==> src/rtl/sar_search_core.sv <==
// Successive-approximation search: finds the largest X_W-bit code x with f(x) <= y_t,
// resolving one bit per clock, with selectable square / linear transfer function.
module sar_search_core #(
    parameter int X_W        = 4,
    parameter int Y_W        = 10,
    parameter int COEF       = 40,
    parameter int EARLY_EXIT = 0
) (
    input  logic           clk,
    input  logic           rst,
    input  logic           start,
    input  logic           mode,
    input  logic [Y_W-1:0] y_t,
    output logic [X_W-1:0] x,
    output logic [Y_W-1:0] y,
    output logic           done,
    output logic           busy,
    output logic           exact
);

    localparam int CW    = $clog2(COEF + 1);
    localparam int SQ_W  = 2 * X_W;
    localparam int LN_W  = X_W + CW;
    localparam int FW    = (SQ_W > LN_W) ? SQ_W : LN_W;
    localparam int CMP_W = (FW > Y_W) ? FW : Y_W;

    localparam logic [X_W-1:0]   MSB  = {1'b1, {(X_W-1){1'b0}}};
    localparam logic [CMP_W-1:0] YMAX = CMP_W'({Y_W{1'b1}});

    typedef enum logic [1:0] {IDLE, SEARCH, DONE} state_t;

    state_t           state, state_nxt;
    logic [X_W-1:0]   mask, mask_nxt, x_nxt, x_cleared;
    logic [Y_W-1:0]   yt_q, y_nxt;
    logic             mode_q, mode_eval;
    logic             done_nxt, busy_nxt, exact_nxt, cap;
    logic             accept, hit, over, last, exact_last;
    logic [CMP_W-1:0] f_cur, f_nxt, yt_ext;

    // Evaluated at full precision; CMP_W always holds the exact product.
    function automatic logic [CMP_W-1:0] f_eval(input logic [X_W-1:0] xv, input logic m);
        logic [CMP_W-1:0] xe;
        xe = CMP_W'(xv);
        if (m) return xe * CMP_W'(COEF);
        else   return xe * xe;
    endfunction

    assign accept     = start && (state != SEARCH);
    assign yt_ext     = CMP_W'(yt_q);
    assign f_cur      = f_eval(x, mode_q);
    assign hit        = (EARLY_EXIT != 0) && (f_cur == yt_ext);
    assign over       = f_cur > yt_ext;
    assign last       = mask[0];
    assign x_cleared  = over ? (x & ~mask) : x;
    assign exact_last = (f_eval(x_cleared, mode_q) == yt_ext);

    always_ff @(posedge clk or posedge rst) begin
        if (rst) state <= IDLE;
        else     state <= state_nxt;
    end

    always_comb begin
        state_nxt = state;
        case (state)
            IDLE, DONE: state_nxt = accept ? SEARCH : IDLE;
            SEARCH:     state_nxt = (hit || last) ? DONE : SEARCH;
            default:    state_nxt = IDLE;
        endcase
    end

    always_comb begin
        x_nxt     = x;
        mask_nxt  = mask;
        done_nxt  = 1'b0;
        busy_nxt  = busy;
        exact_nxt = exact;
        cap       = 1'b0;
        mode_eval = mode_q;
        if (accept) begin
            cap       = 1'b1;
            x_nxt     = MSB;
            mask_nxt  = MSB;
            busy_nxt  = 1'b1;
            exact_nxt = 1'b0;
            mode_eval = mode;
        end else if (state == SEARCH) begin
            if (hit) begin
                done_nxt  = 1'b1;
                busy_nxt  = 1'b0;
                exact_nxt = 1'b1;
            end else if (last) begin
                x_nxt     = x_cleared;
                done_nxt  = 1'b1;
                busy_nxt  = 1'b0;
                exact_nxt = exact_last;
            end else begin
                x_nxt    = x_cleared | (mask >> 1);
                mask_nxt = mask >> 1;
            end
        end
    end

    // y tracks the registered x; saturation is display-only, never used for compare.
    assign f_nxt = f_eval(x_nxt, mode_eval);
    assign y_nxt = (f_nxt > YMAX) ? {Y_W{1'b1}} : f_nxt[Y_W-1:0];

    always_ff @(posedge clk or posedge rst) begin
        if (rst) begin
            x      <= '0;
            mask   <= '0;
            y      <= '0;
            done   <= 1'b0;
            busy   <= 1'b0;
            exact  <= 1'b0;
            yt_q   <= '0;
            mode_q <= 1'b0;
        end else begin
            x     <= x_nxt;
            mask  <= mask_nxt;
            y     <= y_nxt;
            done  <= done_nxt;
            busy  <= busy_nxt;
            exact <= exact_nxt;
            if (cap) begin
                yt_q   <= y_t;
                mode_q <= mode;
            end
        end
    end

endmodule

==> config.mk <==
export PLATFORM = sky130hd
export DESIGN_NAME = sar_search_core
export DESIGN_NICKNAME = d
export VERILOG_FILES = /design/src/rtl/sar_search_core.sv
export SDC_FILE = /design/constraint.sdc
export NUM_CORES = 1
export LEC_CHECK = 0
export BUFFER_PORTS_ARGS = -buffer_cell sky130_fd_sc_hd__clkbuf_2
export CAP_MARGIN = 30
export CORE_ASPECT_RATIO = 0.8
export CORE_MARGIN = 1
export CORE_UTILIZATION = 64
export CTS_CLUSTER_SIZE = 40
export DETAILED_ROUTE_END_ITERATION = 8
export HOLD_SLACK_MARGIN = 0.12
export PLACE_DENSITY = 0.86
export SYNTH_ARGS = -nofsm -noshare
export SYNTH_HDL_FRONTEND = slang
export SYNTH_SLANG_ARGS = --single-unit
==> constraint.sdc <==
create_clock -name clk -period 11.3 [get_ports clk]
set_input_delay 0.565 -clock clk [delete_from_list [all_inputs] [get_ports clk]]
set_output_delay 0.565 -clock clk [all_outputs]
set_load 0.03 [all_outputs]
==> metrics.md <==
| Metric | Value |
|---|---|
| Status | finished, final reports clean |
| Adder-cell share of the synthesized area | 19.1% |
| Final setup TNS | 0 ns |
| Final critical-path required period | 6.69 ns |
| Critical path buffers and inverters | 0 |
| Maximum clock rate | 150 MHz |
| Die height | 61.1 um |
| Clock Skews | 0.00760 ns |
| # DRC | 0 |
| Setup crit end kind | flip-flop |
| CTS max path bufs | 2 |
| Commonest cells after routing, fill and taps aside | nand2_1, inv_1, ha_1, dfrtp_1, nor2_1 |
| Post-Syn Area | 2790 um^2 |
| Port Buf Inserts | 29 |
| Cts bufs inserted | 5 |
| Clock Sinks | 33 |
| Commonest non-fill, non-tap cell in the layout | nand2_1 |
| Pre-CTS worst setup slack | 4.75 ns |
| DR pass1 iterations | 6 |
| Clk slew on worst S/H paths | 0.07 ns |
| GRT Util Overall | 30.1% |
| Worst min path class | input port to asynchronous set/reset pin |
| Mux cell area share after synthesis | 1.12% |
| CP max FO | 13 |
| Cell count after synthesis | 328 |
| Worst-skew pair later-pin latency | 0.29 ns |
| Max-Cap Viols | 0 |
| Post-DR wirelength/cell | 15.7 um |
| Worst Tran Pin Value | 0.695 ns |
| Final cycle utilization of the critical path | 59.2% |
| Placer Congestion | 0.919 |
| Iteration-0 DRC Markers | 167 |
| Max transition margin | 53.6% |
| Post-DP HPWL | 4.89 mm |
| Drt total wl | 6.47 mm |
| Critical Path RT | 11.52 ns |
| Crit path top cell by count | ha_1 |
| Ys Warns | 0 |
| Post_cts resized | 0 |
| Clock root buffer | clkbuf_8 |
| Initial Utilization | 66.9% |
| Fill count | 321 |
| Slowest stage cell, crit path | or4_1 |
| Vias in the first global route | 2116 |
| Die Span X | 75.9 um |
| Number of enable flip-flop cells after synthesis | 0 |
| Antenna fix cells | 0 |
| Sequential share of the synthesized area | 29.6% |
| Synthesized area per cell | 8.52 um^2 |
| Largest delay share family, worst path | simple AND/OR/NAND/NOR gates |
| First-pass GRT wire length | 10.1 mm |
| RSZ-0062 raised after global routing | no |
| Register Area | 826 um^2 |
| Final nets | 407 |
| Synthesized flop and latch total | 33 |
| Congestion Overflow GR | 0 |
| CTS tree | yes |
| Vias per cell | 5.86 |
| Max Slew Vio Count | 0 |
| Initial antenna violation count | 0 |
| Synthesized net count | 381 |
| Routed vias | 2414 |
| CP peak stage delay | 0.66 ns |
| XOR/XNOR share of the synthesized area | 5.33% |
| Setup CP Type | flip-flop to flip-flop |
| Core area | 4180 um^2 |
| Worst Setup Start Kind | flip-flop |
| Row count | 21 |
| Area of the multi-input gates | 1770 um^2 |
| Die area | 4640 um^2 |
| Final setup fails | 0 |
| Post-CTS Setup Repair Bufs | 0 |
| Synth Area in Compound Gates | 19.5% |
| Antenna viol nets, final | 0 |
| Worst setup margin | 4.61 ns |
| Prevailing post-synth register cell | dfrtp_1 |
| Post-synth cell types | 62 |
| WP data arrival | 6.90 ns |
| Largest family of logic cells by synthesized area | compound AO/OA/AOI/OAI gates |
| Layout cells sized above 1 | 16.1% |
| Hold slack | 0.334 ns |
| Async SR Flop Fraction | 100% |
| Simple-gate area share of the yosys netlist | 18.0% |
| Htree depth | 2 |
| Hold Buf Count CTS | 0 |
| I/O Pins | 31 |
| Largest net degree at the start of global routing | 34 |
| Hold Violations, Final | 0 |
| Cell-by-cell trace of the critical path | ha_1, ha_1, or2_2, ha_1, a21oi_1, xnor2_1, o21ai_0, ha_1, nand4_1, or4_1, nand2_1, nor2_1, nor2_1, ha_1, ha_1, fa_1, or3_1, a2111oi_0, a311oi_1, xnor2_1, o31ai_1, or4_1, o21ai_1 |
| Area grow syn2layout | 9.23% |
[layout make-up]
| cell class | instances | area share, % |
|---|---|---|
| Timing Repair Buffer | 31 | 5.25 |
| Clock inverter | 3 | 0.574 |
| Sequential cell | 33 | 27.1 |
| Tap cell | 57 | 2.34 |
| Multi-Input combinational cell | 245 | 57.9 |
| Inverter | 38 | 4.67 |
| Clock buffer | 5 | 2.26 |
[per-stage QoR]
stage / cells / util, % / area [um^2]
after floorplan: 328 / - / 2790
after global placement: 404 / 71.0 / 2970
after detailed placement: 404 / 71.0 / 2970
after CTS: 412 / 73.0 / 3050
after global routing: 412 / 73.0 / 3050
final: 412 / 73.0 / 3050
[synth_stat cells, types with 2 or more instances]
master,n,share of area [%]
o21ai_0,20,3.6
a21o_1,3,0.81
nor2_1,30,4.0
buf_2,3,0.54
nor4_1,3,0.67
a22o_1,2,0.63
o21ai_1,2,0.36
nor2b_1,2,0.45
a21oi_1,19,3.4
a211oi_2,2,0.90
mux2i_1,2,0.72
nor3_1,7,1.3
inv_1,38,5.1
nand2b_1,2,0.45
o311ai_0,2,0.63
or2_2,3,0.67
dfrtp_1,33,30
ha_1,33,15
fa_1,6,4.3
xor2_1,5,1.6
and2_1,5,1.1
clkbuf_1,7,0.94
nand3_1,4,0.72
a31oi_1,2,0.45
nand2_1,41,5.5
and3_1,2,0.45
xnor2_1,12,3.8
nand4b_1,2,0.63
a31o_2,2,0.63
or4_1,2,0.54
[worst register-to-register path: cells and delay by family, from the launching register on]
family / cells / cell delay (ns)
AOI/OAI and AO/OA: 6 / 1.03
adders and majority gates: 7 / 2.13
xor gates and xnor gates: 2 / 0.35
and+or+nand+nor: 8 / 2.55
DFF: 1 / 0.56
[cells by family after synthesis]
kind of cell	after synthesis
AND/OR/NAND/NOR	108
AO/OA/AOI/OAI	77
buffers and inverters	50
adder cells (fa/ha/maj)	39
flip-flops	33
XOR/XNOR	17
multiplexers	3
other	1
[per-layer routing]
metal	up-vias	share of wire, %	routed length (um)	global-route usage [%]
met3	9	6.3	409	6.06
met2	78	43	2810	43.5
met5	-	0	0	0
li1	1181	-	-	-
met4	0	1.1	70	10.3
met1	1146	49	3180	45.0
[registers in the layout (all words and copies together), names as in the netlist]
| name | flops |
|---|---|
| yt_ext | 10 |
| y | 9 |
| mask | 4 |
| x | 4 |
| state | 2 |
| busy | 1 |
| done | 1 |
| exact | 1 |
| mode_q | 1 |
[worst paths after layout]
path,startpoint,end,slack [ns],depth (start not counted)
max in group asynchronous,rst,yt_ext[0]$_DFFE_PP0P_,10.65,3
setup / recovery,x[1]$_DFF_PP0_,exact$_DFFE_PP0P_,4.61,23
min in group clk,y_t[1],yt_ext[1]$_DFFE_PP0P_,0.47,3
hold / removal,rst,y[4]$_DFF_PP0_,0.33,3
setup reg to reg,x[1]$_DFF_PP0_,exact$_DFFE_PP0P_,4.61,23
hold reg to reg,busy$_DFFE_PP0P_,busy$_DFFE_PP0P_,0.49,2
Power is left out: the tool's default activity adds up to more than one toggle a clock period on the data nets, which glitch-free logic cannot reach.
